**src/rtl/hdmi_pkg.sv**
```systemverilog
// hdmi_pkg: shared display constants, scale-shift type and pixel-packing helpers
// for the HDMI pixel path.
package hdmi_pkg;

  localparam int H_ACTIVE_DEF = 1280;
  localparam int V_ACTIVE_DEF = 720;

  typedef logic [1:0] scale_t;

  localparam int     RST_BASE  = 0;
  localparam scale_t RST_SCALE = 2'd2;

  function automatic int ppw(input int word_w, input int pix_w);
    return word_w / pix_w;
  endfunction

  function automatic int ppw_log2(input int word_w, input int pix_w);
    return $clog2(ppw(word_w, pix_w));
  endfunction

  // Lane index needs at least one bit even when a word holds a single pixel.
  function automatic int lane_w(input int word_w, input int pix_w);
    return (ppw(word_w, pix_w) > 1) ? ppw_log2(word_w, pix_w) : 1;
  endfunction

  // Default stride matches the legacy quarter-scale layout.
  function automatic int rst_stride(input int h_active, input int word_w, input int pix_w);
    return (h_active >> 2) / ppw(word_w, pix_w);
  endfunction

endpackage

```
**src/rtl/hdmi_pixfetch_unpack.sv**
```systemverilog
// hdmi_pixfetch_unpack: VRAM word hold register and pixel lane multiplexer.
module hdmi_pixfetch_unpack
  import hdmi_pkg::*;
#(
  parameter int PIX_W  = 8,
  parameter int WORD_W = 32,
  parameter int LANE_W = lane_w(WORD_W, PIX_W)
) (
  input  logic              clk_pix,
  input  logic              rst_n,
  input  logic              re_p1,
  input  logic [WORD_W-1:0] rdata,
  input  logic [LANE_W-1:0] lane_p2,
  output logic [PIX_W-1:0]  lane_pix
);

  logic [WORD_W-1:0] hold_p2;

  // Stage 2: a fresh word is captured only when a read was issued; otherwise the held word is reused.
  always_ff @(posedge clk_pix) begin
    if (!rst_n) begin
      hold_p2 <= '0;
    end else if (re_p1) begin
      hold_p2 <= rdata;
    end
  end

  assign lane_pix = hold_p2[int'(lane_p2)*PIX_W +: PIX_W];

endmodule

```
**src/rtl/hdmi_pixfetch.sv**
```systemverilog
// hdmi_pixfetch: VRAM-to-pixel fetch engine with runtime downscale and frame-shadowed config.
// Optional test-pattern generator is built when HDMI_PIXFETCH_TESTPAT_EN is defined.
module hdmi_pixfetch
  import hdmi_pkg::*;
#(
  parameter int H_ACTIVE       = H_ACTIVE_DEF,
  parameter int PIX_W          = 8,
  parameter int WORD_W         = 32,
  parameter int ADDR_W         = 16,
  parameter int MAX_SCALE_LOG2 = 2
) (
  input  logic              clk_pix,
  input  logic              rst_n,
  input  logic              frame_start,
  input  logic              de,
  input  logic [11:0]       h_pos,
  input  logic [11:0]       v_pos,
  input  logic [ADDR_W-1:0] cfg_base,
  input  logic [ADDR_W-1:0] cfg_stride,
  input  logic [1:0]        cfg_scale,
  input  logic              cfg_testpat,
  output logic              vram_re,
  output logic [ADDR_W-1:0] vram_addr,
  input  logic [WORD_W-1:0] vram_rdata,
  output logic [PIX_W-1:0]  pix_data,
  output logic              pix_valid
);

  localparam int PPW      = ppw(WORD_W, PIX_W);
  localparam int PPW_LOG2 = ppw_log2(WORD_W, PIX_W);
  localparam int LANE_W   = lane_w(WORD_W, PIX_W);
  localparam logic [ADDR_W-1:0] RST_STRIDE = ADDR_W'(rst_stride(H_ACTIVE, WORD_W, PIX_W));

  function automatic scale_t clamp_scale(input scale_t s);
    return (int'(s) > MAX_SCALE_LOG2) ? scale_t'(MAX_SCALE_LOG2) : s;
  endfunction

  logic [ADDR_W-1:0] stride_q, row_base, vram_addr_p0;
  scale_t            scale_q;
  logic              armed, de_act, de_d, row_end, tp_on, re_c;
  logic [11:0]       v_last, smask, sx, word_x, wx_prev;
  logic [LANE_W-1:0] lane_c, lane_p0, lane_p1, lane_p2;
  logic              vram_re_p0, re_p1;
  logic              vld_p0, vld_p1, vld_p2, vld_p3;
  logic [PIX_W-1:0]  lane_pix, pix_sel, pix_p3;

  // Nothing is fetched after reset until a frame_start re-establishes the frame origin.
  assign de_act  = de & armed;
  assign sx      = h_pos >> scale_q;
  assign word_x  = sx >> PPW_LOG2;
  assign lane_c  = LANE_W'(sx & 12'(PPW - 1));
  assign smask   = (12'd1 << scale_q) - 12'd1;
  assign row_end = (v_last & smask) == smask;
  assign re_c    = de_act & (~de_d | (word_x != wx_prev)) & ~tp_on;

  always_ff @(posedge clk_pix) begin
    if (!rst_n) begin
      stride_q <= RST_STRIDE;
      scale_q  <= clamp_scale(RST_SCALE);
      row_base <= ADDR_W'(RST_BASE);
      armed    <= 1'b0;
      de_d     <= 1'b0;
    end else begin
      de_d <= de_act;
      if (frame_start) begin
        stride_q <= cfg_stride;
        scale_q  <= clamp_scale(cfg_scale);
        row_base <= cfg_base;
        armed    <= 1'b1;
      end else if (de_d && !de_act && row_end) begin
        row_base <= row_base + stride_q;
      end
    end
  end

  always_ff @(posedge clk_pix) begin
    if (de_act) v_last <= v_pos;
    wx_prev <= word_x;
  end

`ifdef HDMI_PIXFETCH_TESTPAT_EN
  logic             tp_q, tp_p0, tp_p1, tp_p2;
  logic [11:0]      sy;
  logic [23:0]      line_w;
  logic [PIX_W-1:0] pat_c, pat_p0, pat_p1, pat_p2;

  assign sy     = v_pos >> scale_q;
  assign line_w = 24'(H_ACTIVE) >> scale_q;
  assign pat_c  = PIX_W'(24'(sx) + 24'(sy) * line_w);
  assign tp_on  = tp_q;

  always_ff @(posedge clk_pix) begin
    if (!rst_n) begin
      tp_q <= 1'b0;
    end else if (frame_start) begin
      tp_q <= cfg_testpat;
    end
  end

  // Pattern rides the same three stages as VRAM data so latency is identical.
  always_ff @(posedge clk_pix) begin
    tp_p0  <= tp_q;
    tp_p1  <= tp_p0;
    tp_p2  <= tp_p1;
    pat_p0 <= pat_c;
    pat_p1 <= pat_p0;
    pat_p2 <= pat_p1;
  end

  assign pix_sel = tp_p2 ? pat_p2 : lane_pix;
`else
  logic unused_testpat;
  assign unused_testpat = cfg_testpat;
  assign tp_on          = 1'b0;
  assign pix_sel        = lane_pix;
`endif

  // Stage 1: address generation and read suppression.
  always_ff @(posedge clk_pix) begin
    if (!rst_n) begin
      vram_re_p0   <= 1'b0;
      vram_addr_p0 <= '0;
      vld_p0       <= 1'b0;
    end else begin
      vram_re_p0   <= re_c;
      vram_addr_p0 <= row_base + ADDR_W'(word_x);
      vld_p0       <= de_act;
    end
  end

  always_ff @(posedge clk_pix) begin
    lane_p0 <= lane_c;
    lane_p1 <= lane_p0;
    lane_p2 <= lane_p1;
  end

  // Stage 2: read data arrives; the unpacker holds it for the rest of the word.
  always_ff @(posedge clk_pix) begin
    if (!rst_n) begin
      re_p1  <= 1'b0;
      vld_p1 <= 1'b0;
      vld_p2 <= 1'b0;
    end else begin
      re_p1  <= vram_re_p0;
      vld_p1 <= vld_p0;
      vld_p2 <= vld_p1;
    end
  end

  hdmi_pixfetch_unpack #(
    .PIX_W  (PIX_W),
    .WORD_W (WORD_W),
    .LANE_W (LANE_W)
  ) u_unpack (
    .clk_pix  (clk_pix),
    .rst_n    (rst_n),
    .re_p1    (re_p1),
    .rdata    (vram_rdata),
    .lane_p2  (lane_p2),
    .lane_pix (lane_pix)
  );

  // Stage 3: output register, blanked outside active video.
  always_ff @(posedge clk_pix) begin
    if (!rst_n) begin
      pix_p3 <= '0;
      vld_p3 <= 1'b0;
    end else begin
      vld_p3 <= vld_p2;
      pix_p3 <= vld_p2 ? pix_sel : '0;
    end
  end

  assign vram_re   = vram_re_p0;
  assign vram_addr = vram_addr_p0;
  assign pix_data  = pix_p3;
  assign pix_valid = vld_p3;

endmodule

```
**config.mk**
```make
export PLATFORM = sky130hd
export DESIGN_NAME = hdmi_pixfetch
export DESIGN_NICKNAME = d
export VERILOG_FILES = /design/src/rtl/hdmi_pkg.sv /design/src/rtl/hdmi_pixfetch_unpack.sv /design/src/rtl/hdmi_pixfetch.sv
export SDC_FILE = /design/constraint.sdc
export NUM_CORES = 1
export LEC_CHECK = 0
export CAP_MARGIN = 20
export CORE_UTILIZATION = 30
export DETAILED_ROUTE_END_ITERATION = 10
export PLACE_DENSITY_LB_ADDON = 0.25
export RECOVER_POWER = 100
export SLEW_MARGIN = 20
export SYNTH_ARGS = -nofsm -noshare
export SYNTH_HDL_FRONTEND = slang
export SYNTH_SLANG_ARGS = --single-unit
```
**constraint.sdc**
```tcl
create_clock -name clk_pix -period 7.3 [get_ports clk_pix]
set_input_delay 1.46 -clock clk_pix [delete_from_list [all_inputs] [get_ports clk_pix]]
set_output_delay 1.46 -clock clk_pix [all_outputs]
set_load 0.01 [all_outputs]
```
==> results of run 1 <==
==> path summary, 6_finish.rpt <==
kind / start / end / slack, ns / cells after the start
worst max register to register: scale_q[0] / vram_addr[13] / 3.83 / 10
worst min register to register: lane_p0[1] / lane_p1[1] / 0.33 / 0
worst max-delay path: rst_n / pix_data[3] / 2.93 / 4
worst min-delay path: lane_p0[1] / lane_p1[1] / 0.33 / 0
==> stage by stage <==
| step | setup slack [ns] | utilization | power [W] |
|---|---|---|---|
| after CTS | 3.44 | 0.412 | 0.00181 |
| after global routing | 2.47 | 0.412 | 0.00186 |
| after floorplan | 3.78 | - | 0.000904 |
| after global placement | 3.05 | 0.383 | 0.00101 |
| final | 2.93 | 0.412 | 0.00177 |
| after detailed placement | 3.01 | 0.383 | 0.00101 |
==> final cells by class <==
| class | count | area [sq um] |
|---|---|---|
| fillers | 1878 | 11100 |
| multi-input cells | 402 | 3130 |
| flip-flops and latches | 123 | 2560 |
| repair buffers | 119 | 1180 |
| clock buffers | 17 | 425 |
| well taps | 260 | 325 |
| clock inverters | 15 | 126 |
| inverters | 11 | 41.3 |
==> power by group through the flow <==
stage	combinational [W]	sequential (W)	clock (W)
3_5_place_dp	0.000251	0.000761	0
4_1_cts	0.000253	0.000747	0.000805
6_report	0.000245	0.000746	0.000782
2_1_floorplan	0.000153	0.000751	0
3_3_place_gp	0.000246	0.000761	0
5_1_grt	0.000272	0.000751	0.000838
==> synthesized netlist by cell type, drive strengths merged, types with 9 or more instances <==
cell,instances
dfxtp,113
a21oi,32
nor2,14
xnor2,16
mux4,12
edfxtp,10
mux2i,59
buf,11
inv,11
o21ai,30
nor2b,51
nand2,33
ha,27
clkbuf,19
and2,30
a21o,9
xor2,18
==> state kept, by name (all words and copies together), names as in the netlist <==
name,flops
pix_valid,1
stride_q,16
v_last,10
lane_p1,2
scale_q,2
lane_p0,2
vram_addr,16
armed,1
lane_p2,2
re_p1,1
row_base,16
wx_prev,10
vld_p1,1
vld_p0,1
pix_data,8
u_unpack.hold_p2,32
vld_p2,1
vram_re,1
==> cells by family (layout without fill, tap and decap cells) <==
| logic type | count (synthesis) | count (layout) |
|---|---|---|
| compound gates | 106 | 106 |
| simple gates | 159 | 159 |
| mux | 74 | 74 |
| flops | 123 | 123 |
| fa+ha+maj | 29 | 29 |
| xor+xnor | 34 | 34 |
| buf+inv | 41 | 162 |
==> layer usage <==
layer  GRT usage  vias to the layer above  wire length, um
met4      0.0509                        0              171
met5           0                        -                0
met2       0.234                      110             6160
li1            -                     2211                -
met3      0.0354                       17              642
met1       0.178                     1930             6340
==> impl_metrics.csv, run 1 <==
group,metric,value,unit
power_and_ir_drop,power.leakage,3.13,nW
finish,most_frequent_standard_cell_in_the_layout_excluding_fill_and_tap_cells,"dfxtp_1",
global_route,globalRouteTotalUtil,0.142,
logic_synthesis,synth-main-ff-cell,"dfxtp_1",
placed_design,gpl.final_weighted_congestion,0.785,
finish,final-instance-count-excl-fill,947,
logic_synthesis,synth_simple_gate_area_frac,0.149,
route,vias,4268,
clocking,cts.reportedPaths.clkPinSlew,0.06,ns
logic_synthesis,synth.top_cells.by_area,"dfxtp_1 (39%), mux2i_1 (10%), ha_1 (5.8%)",
clocking,h-tree-depth,4,
sta,final.setup.tns,0,ns
clocking,cts_setup_buffers,0,
worst_setup_path,critical_path_type,"input pin to flop",
finish,post_route_cells_drive_above_1_share,0.0771,
power_and_ir_drop,netSwitchingFraction,0.256,
logic_synthesis,netlist-cell-type-count,50,
sta,clock.fmax,229,MHz
sta,hold_viol,0,
global_route,globalRouteOverflowTotal,0,
logic_synthesis,register_bit_count_reported_by_yosys,123,
logic_synthesis,yosysTopAreaCell,"dfxtp_1",
floorplanning,placeableCoreArea,0.0189,sq mm
placed_design,place.detailed.hpwl,9630,um
sta,min_period_over_period,0.598,
sta,timing.hold.ws,0.325,ns
sta,maxSlewHeadroom,-1.21,
finish,final_cell_mix,"dfxtp_1 (112), clkdlybuf4s50_1 (75), mux2i_1 (59)",
worst_setup_path,worst_ep_required_time,7.65,ns
route,post_drt_wl_per_cell,14.1,um
status,status,"complete, but fails checks",
sta,setup-violations-final,0,
status,failed_checks,"max-capacitance violations, max-slew violations",
finish,areaGrowthSynthToFinish,32.9,%
floorplanning,die-height,142,um
power_and_ir_drop,power.switching,0.000454,W
worst_setup_path,critical_path.startpoint_type,"input pin",
logic_synthesis,synth-xor-area-share,0.0508,
worst_setup_path,worstPathCellList,"buf_2 > clkbuf_1 > and2_0 > and2_1",
route,detail_route.first_pass.iterations,4,
logic_synthesis,seq_area_frac_synth,0.438,
finish,finalInstanceArea,0.00779,sq mm
placed_design,port-buffer-count,117,
logic_synthesis,main_combinational_cell_family_by_area_after_synthesis,"multiplexers",
logic_synthesis,synth_area,0.00586,sq mm
placed_design,dp_cells,915,
worst_setup_path,critical-path-top-delay-family,"buffers and inverters",
worst_setup_path,worst_ep_arrival_time,4.72,ns
global_route,first_global_vias,4397,
route,detail_route.iter0.violations,148,
route,antenna_violating_nets_post_route,0,
worst_setup_path,critical-path-slowest-cell,"clkbuf_1",
worst_setup_path,timing.critical_path.slowest_cell_delay,2.32,ns
global_route,grt_pass1_wl,22000,um
floorplanning,die_w,142,um
sta,finalClockSkew,0.00780,ns
sta,worst-slew-pin-transition,3.31,ns
worst_setup_path,critPathMaxFanout,91,
floorplanning,start_util,0.310,
logic_synthesis,ys_async_sr_fraction,0,
clocking,cts_repair_resize_count,0,
clocking,cts_max_path_buffers,2,
floorplanning,fp-row-count,50,
logic_synthesis,muxShareOfSynthArea,0.153,
power_and_ir_drop,clockPowerShare,0.441,
logic_synthesis,post_synthesis_compound_gate_area_fraction,0.116,
worst_setup_path,cp.buffers_inverters,2,
global_route,antenna_violations_before_repair,0,
sta,grt_setup_unrepaired,"false",
logic_synthesis,mappedNetlistNets,690,
clocking,post_cts_hold_fix_bufs,0,
placed_design,post_dp_cell_area,0.00724,sq mm
clocking,cts_sinks,123,
logic_synthesis,yosysWarnings,0,
logic_synthesis,synthCells,566,
route,total_length_of_routed_wires,13300,um
power_and_ir_drop,seq_power_share,0.421,
logic_synthesis,synth_edf_count,10,
route,drt_drc_violations_left,0,
finish,finish.net_count,798,
global_route,grt_max_degree,92,
clocking,cts_tree,"built",
finish,antenna_cells,0,
power_and_ir_drop,ir_worst_vdd,0.149,mV
clocking,clock_latency_reported_for_the_late_side_of_the_worst_skew_pair,0.41,ns
power_and_ir_drop,combPwrFrac,0.138,
min_path,worst_hold_check_path_type,"flop to flop",
clocking,ctsRootBufferMaster,"clkbuf_16",
floorplanning,fp.dieArea,0.0201,sq mm
route,post_drt_via_cell_ratio,4.51,
logic_synthesis,synth_area_per_cell,10.3,sq um
sta,slew_viol_final,92,
logic_synthesis,adder_and_majority_gate_portion_of_the_synthesized_area,0.0645,
worst_setup_path,setup.worst_path.end_class,"flop",
clocking,cts_made_buffers,17,
logic_synthesis,synth_top_area_frac,0.386,
power_and_ir_drop,p_int,0.00132,W
run,maxCapViolations,1,
floorplanning,num_io_pins,121,
sta,finalCriticalPeriod,4.37,ns
power_and_ir_drop,power_density,228,mW/mm^2
Power figures use the tool's default switching activity.
==> run 2, diff against run 1 <==
==> constraint.sdc (replaced) <==
create_clock -name clk_pix -period 4.37 [get_ports clk_pix]
set_input_delay 0.874 -clock clk_pix [delete_from_list [all_inputs] [get_ports clk_pix]]
set_output_delay 0.874 -clock clk_pix [all_outputs]
set_load 0.01 [all_outputs]
==> run 2 against run 1 <==
- the run still ends with max-capacitance violations, max-slew violations left
- power grew 76%
- routed wire length grew 0.61%
- final cell count is the same
- count of clock-buffer cells in the layout grew 2
- sequential share of layout area decreased by 0.30 points
- first-iteration DRC count fell by 12%
- die area unchanged
- via count grew 1.7%
- flip-flop and latch count unchanged
- worst setup slack worse by 2.1 ns
- global-route usage up 0.26 points
- sequential power grew 68%
==> impl_metrics.csv, run 2 (synthesis gave the netlist of run 1 again) <==
group,metric,value,unit
worst_setup_path,critical_path.startpoint_type,"input pin",
clocking,cts_max_path_buffers,2,
global_route,grt_max_degree,57,
clocking,cts_made_buffers,17,
route,post_drt_via_cell_ratio,4.59,
worst_setup_path,critPathMaxFanout,4,
placed_design,port-buffer-count,117,
route,antenna_violating_nets_post_route,0,
floorplanning,die-height,142,um
sta,finalClockSkew,0.00955,ns
power_and_ir_drop,seq_power_share,0.399,
route,total_length_of_routed_wires,13400,um
sta,clock.fmax,286,MHz
finish,most_frequent_standard_cell_in_the_layout_excluding_fill_and_tap_cells,"dfxtp_1",
sta,min_period_over_period,0.801,
power_and_ir_drop,combPwrFrac,0.131,
placed_design,gpl.final_weighted_congestion,0.801,
route,drt_drc_violations_left,0,
floorplanning,fp.dieArea,0.0201,sq mm
floorplanning,placeableCoreArea,0.0189,sq mm
global_route,grt_pass1_wl,22400,um
power_and_ir_drop,ir_worst_vdd,0.250,mV
route,post_drt_wl_per_cell,14.1,um
power_and_ir_drop,power.leakage,3.16,nW
finish,post_route_cells_drive_above_1_share,0.0742,
worst_setup_path,critical_path_type,"input pin to flop",
sta,slew_viol_final,57,
sta,timing.hold.ws,0.325,ns
floorplanning,fp-row-count,50,
sta,maxSlewHeadroom,-0.427,
min_path,worst_hold_check_path_type,"flop to flop",
finish,final_cell_mix,"dfxtp_1 (112), clkdlybuf4s50_1 (78), mux2i_1 (59)",
power_and_ir_drop,power.switching,0.000776,W
finish,areaGrowthSynthToFinish,34.2,%
finish,multiInputGateArea,0.00313,sq mm
route,vias,4342,
finish,antenna_cells,0,
power_and_ir_drop,p_int,0.00234,W
placed_design,place.detailed.hpwl,9820,um
sta,hold_viol,0,
clocking,post_cts_hold_fix_bufs,0,
power_and_ir_drop,clockPowerShare,0.469,
sta,finalCriticalPeriod,3.50,ns
sta,final.setup.tns,0,ns
global_route,antenna_violations_before_repair,0,
finish,finish.net_count,798,
worst_setup_path,worst_ep_required_time,4.66,ns
worst_setup_path,setup.worst_path.end_class,"flop",
global_route,first_global_vias,4417,
route,detail_route.first_pass.iterations,4,
finish,largest_register_ff_count,32,
clocking,h-tree-depth,4,
finish,final_core_utilization,0.416,
run,maxCapViolations,1,
clocking,cts.reportedPaths.clkPinSlew,0.06,ns
clocking,cts_tree,"built",
worst_setup_path,worst_ep_arrival_time,3.79,ns
finish,largest_register,"u_unpack.hold_p2",
sta,worst-slew-pin-transition,2.14,ns
finish,final.fill_count,1839,
power_and_ir_drop,netSwitchingFraction,0.249,
worst_setup_path,reg2reg_slack,0.93,ns
sta,grt_setup_unrepaired,"false",
floorplanning,start_util,0.310,
finish,layout.area.seq,0.00256,sq mm
status,failed_checks,"max-capacitance violations, max-slew violations",
floorplanning,num_io_pins,121,
route,detail_route.iter0.violations,130,
clocking,cts_repair_resize_count,0,
global_route,globalRouteTotalUtil,0.144,
clocking,cts_setup_buffers,0,
status,status,"complete, but fails checks",
clocking,cts_sinks,123,
power_and_ir_drop,power_density,397,mW/mm^2
clocking,ctsRootBufferMaster,"clkbuf_16",
sta,setup-violations-final,0,
global_route,globalRouteOverflowTotal,0,
clocking,clock_latency_reported_for_the_late_side_of_the_worst_skew_pair,0.41,ns
floorplanning,die_w,142,um
-- run 2: cell types whose count changed in the layout (fill, tap and decap cells not counted), moves of 2 or more --
cell             change
o21ai_0              +5
clkdlybuf4s50_1      +3
inv_6                +3
clkbuf_16            +2
dlygate4sd3_1        -3
clkinv_2             -5
o21ai_1              -5
-- run 2: worst paths after layout --
kind	depth (start not counted)	endpoint	from
min reg2reg	0	lane_p1[1]	lane_p0[1]
max reg2reg	10	vram_addr[13]	scale_q[0]
max	11	vram_addr[13]	h_pos[3]
min	0	lane_p1[1]	lane_p0[1]
-- run 2: stage by stage --
step	worst slack, ns	power (W)	area [sq um]	std cells
2_1_floorplan	1.43	0.00151	5860	566
3_5_place_dp	0.642	0.00169	7240	915
5_1_grt	0.671	0.00327	7860	947
6_report	0.871	0.00312	7860	947
3_3_place_gp	0.704	0.00168	7240	915
4_1_cts	1.08	0.00318	7860	947
-- run 2: per-layer routing --
layer | GRT usage | wire (um) | up-vias
li1 | - | - | 2228
met1 | 0.188 | 6420 | 1983
met2 | 0.229 | 6110 | 116
met3 | 0.0371 | 657 | 15
met4 | 0.0521 | 201 | 0
met5 | 0 | 0 | -
-- run 2: worst max-delay path, stage by stage --
cell and delay (ns):
clkdlybuf4s50_1 0.48, mux2_1 0.33, mux2_1 0.38, ha_1 0.32, a21o_1 0.18, a21oi_1 0.34, nor3_1 0.13, o21ai_0 0.32
a21oi_1 0.13, xor2_1 0.16, and2_0 0.15
-- run 2: cell type report --
cell class,instances,area share
multi-input combinational,402,0.398
inverter,11,0.00525
timing repair buffer,119,0.150
tap,260,0.0414
sequential,123,0.326
clock inverter,13,0.0191
clock buffer,19,0.0605
-- run 2: power by group through the flow --
| stage | clock network [W] | registers (W) | logic, W |
|---|---|---|---|
| final | 0.00146 | 0.00125 | 0.000409 |
| after floorplan | 0 | 0.00125 | 0.000256 |
| after global placement | 0 | 0.00127 | 0.000413 |
| after CTS | 0.00151 | 0.00125 | 0.000424 |
| after detailed placement | 0 | 0.00127 | 0.000420 |
| after global routing | 0.00156 | 0.00125 | 0.000456 |
==> run 3, diff against run 2 <==
==> constraint.sdc (replaced) <==
create_clock -name clk_pix -period 3.5 [get_ports clk_pix]
set_input_delay 0.7 -clock clk_pix [delete_from_list [all_inputs] [get_ports clk_pix]]
set_output_delay 0.7 -clock clk_pix [all_outputs]
set_load 0.01 [all_outputs]
==> run 3 against run 2 <==
- first-iteration DRC count grew 15%
- critical endpoint is now vram_addr[12]
- register-to-register slack lost 0.63 ns
- via count shrank 0.60%
- sequential share of layout area shrank 0.11 points
- critical path type is now flop to flop
- clock skew shrank 0.0024 ns
- flip-flop and latch count is the same
- die area is the same
- count of clock-buffer cells in the layout grew 2
- largest cell class unchanged
- the flow still finishes with violations (max-capacitance violations, max-slew violations)
- final cell count grew 0.53%
==> impl_metrics.csv, run 3 (synthesis gave the netlist of run 1 again) <==
group,metric,value,unit
status,status,"complete, but fails checks",
status,failed_checks,"max-capacitance violations, max-slew violations",
clocking,cts_repair_resize_count,0,
sta,postLayoutSetupSlackWorst,0.298,ns
finish,most_frequent_standard_cell_in_the_layout_excluding_fill_and_tap_cells,"dfxtp_1",
sta,hold_viol,0,
worst_setup_path,ff2ff_path_depth,11,
floorplanning,die_w,142,um
global_route,globalRouteTotalUtil,0.143,
clocking,post_cts_hold_fix_bufs,0,
sta,setup-violations-final,0,
route,post_drt_via_cell_ratio,4.53,
route,total_length_of_routed_wires,13500,um
finish,largest_register_ff_count,32,
floorplanning,placeableCoreArea,0.0189,sq mm
floorplanning,num_io_pins,121,
route,drt_drc_violations_left,0,
clocking,cts.reportedPaths.clkPinSlew,0.06,ns
sta,slew_viol_final,45,
sta,clock.fmax,312,MHz
placed_design,port-buffer-count,117,
worst_setup_path,setup.worst_path.end_class,"flop",
worst_setup_path,critPathMaxFanout,17,
placed_design,dp_cells,920,
global_route,first_global_vias,4414,
worst_setup_path,critical_path_type,"flop to flop",
sta,maxSlewHeadroom,-0.194,
sta,worst-slew-pin-transition,1.79,ns
placed_design,place_worst_setup_slack,0.0702,ns
clocking,ctsRootBufferMaster,"clkbuf_16",
route,detail_route.first_pass.iterations,4,
route,antenna_violating_nets_post_route,0,
worst_setup_path,worstReg2RegEnd,"vram_addr[12]",
run,maxCapViolations,1,
floorplanning,fp.dieArea,0.0201,sq mm
global_route,globalRouteOverflowTotal,0,
sta,finalCriticalPeriod,3.20,ns
min_path,worst_hold_check_path_type,"flop to flop",
clocking,clock_latency_reported_for_the_late_side_of_the_worst_skew_pair,0.42,ns
min_path,worst_hold_path.endpoint,"lane_p2[0]",
floorplanning,start_util,0.310,
power_and_ir_drop,power.leakage,3.16,nW
power_and_ir_drop,seq_power_share,0.401,
clocking,cts_tree,"built",
sta,min_period_over_period,0.915,
min_path,hold_start,"lane_p1[0]",
finish,post_route_cells_drive_above_1_share,0.0780,
floorplanning,fp-row-count,50,
power_and_ir_drop,power.switching,0.000942,W
worst_setup_path,worst_ep_required_time,3.79,ns
worst_setup_path,reg2reg_slack,0.30,ns
sta,grt_setup_unrepaired,"false",
worst_setup_path,worst_ep_arrival_time,3.50,ns
finish,areaGrowthSynthToFinish,34.6,%
power_and_ir_drop,power_density,491,mW/mm^2
route,vias,4316,
power_and_ir_drop,ir_worst_vdd,0.337,mV
finish,final_cell_mix,"dfxtp_1 (112), clkdlybuf4s50_1 (79), mux2i_1 (59)",
worst_setup_path,reg2reg_from,"scale_q[0]",
route,post_drt_wl_per_cell,14.2,um
global_route,grt_max_degree,45,
clocking,cts_made_buffers,17,
placed_design,gpl.final_weighted_congestion,0.798,
route,detail_route.iter0.violations,150,
placed_design,place.detailed.hpwl,9900,um
finish,finish.net_count,803,
sta,finalClockSkew,0.00716,ns
finish,final-instance-count-excl-fill,952,
power_and_ir_drop,clockPowerShare,0.467,
power_and_ir_drop,p_int,0.00293,W
clocking,cts_sinks,123,
power_and_ir_drop,combPwrFrac,0.132,
floorplanning,die-height,142,um
finish,antenna_cells,0,
global_route,antenna_violations_before_repair,0,
clocking,h-tree-depth,4,
clocking,cts_setup_buffers,0,
finish,largest_register,"u_unpack.hold_p2",
sta,final.setup.tns,0,ns
worst_setup_path,critical_path.startpoint_type,"flop",
power_and_ir_drop,netSwitchingFraction,0.243,
min_path,min_path_cells,0,
clocking,cts_max_path_buffers,2,
global_route,grt_pass1_wl,22200,um
==> run 3: changes by cell type in the layout (fill, tap and decap cells not counted), sizes merged <==
| cell | previous run | this run |
|---|---|---|
| inv | 16 | 13 |
| clkdlybuf4s50 | 78 | 79 |
| clkinv | 4 | 2 |
| buf | 1 | 2 |
| clkbuf | 21 | 27 |
| clkinvlp | 2 | 5 |
| dlygate4sd3 | 38 | 37 |
==> run 3: area by class of cell <==
type / count / area, sq um
timing repair buffer: 124 / 1200
sequential: 123 / 2560
inverter: 11 / 41.3
multi-input combinational: 402 / 3130
clock buffer: 21 / 492
tap: 260 / 325
clock inverter: 11 / 133
fill: 1856 / 11000
==> run 3: layer usage <==
layer / up-vias / wire [um] / track usage
met1: 1965 / 6420 / 0.175
li1: 2220 / - / -
met4: 0 / 189 / 0.0470
met3: 16 / 669 / 0.0466
met5: - / 0 / 0
met2: 115 / 6230 / 0.236
==> run 3: stage by stage <==
stage                     cell area (sq um)  utilization  hold slack [ns]  power [W]
after floorplan                        5860            -            0.310    0.00188
after global placement                 7280        0.385            0.318    0.00211
after detailed placement               7280        0.385            0.315    0.00211
after CTS                              7900        0.418            0.335    0.00395
after global routing                   7890        0.417            0.339    0.00406
final                                  7890        0.417            0.330    0.00388
==> run 3: worst max path at each step <==
stage | from | endpoint | slack [ns] | cells past startpoint
after floorplan | h_pos[4] | vram_addr[9] | 0.74 | 10
after global placement | h_pos[3] | vram_addr[14] | 0.15 | 12
after detailed placement | h_pos[9] | vram_addr[12] | 0.07 | 10
after CTS | scale_q[0] | vram_addr[12] | 0.32 | 9
after global routing | scale_q[0] | vram_addr[14] | 0.05 | 11
final | scale_q[0] | vram_addr[12] | 0.30 | 11
==> run 3: critical path, cell delays in order, from the launching register on <==
cell and delay (ns):
dfxtp_1 0.79, mux4_2 0.66, ha_1 0.22, inv_1 0.07, fa_1 0.19, nor2b_1 0.07, o21bai_1 0.21, a31oi_1 0.12
o21ai_1 0.30, a21oi_1 0.13, xor2_1 0.14, and2_0 0.16
==> run 3: power groups by stage <==
stage	sequential (W)	clock (W)	combinational (W)
4_1_cts	0.00156	0.00186	0.000532
2_1_floorplan	0.00157	0	0.000319
6_report	0.00155	0.00181	0.000513
5_1_grt	0.00156	0.00193	0.000568
3_3_place_gp	0.00159	0	0.000520
3_5_place_dp	0.00159	0	0.000527
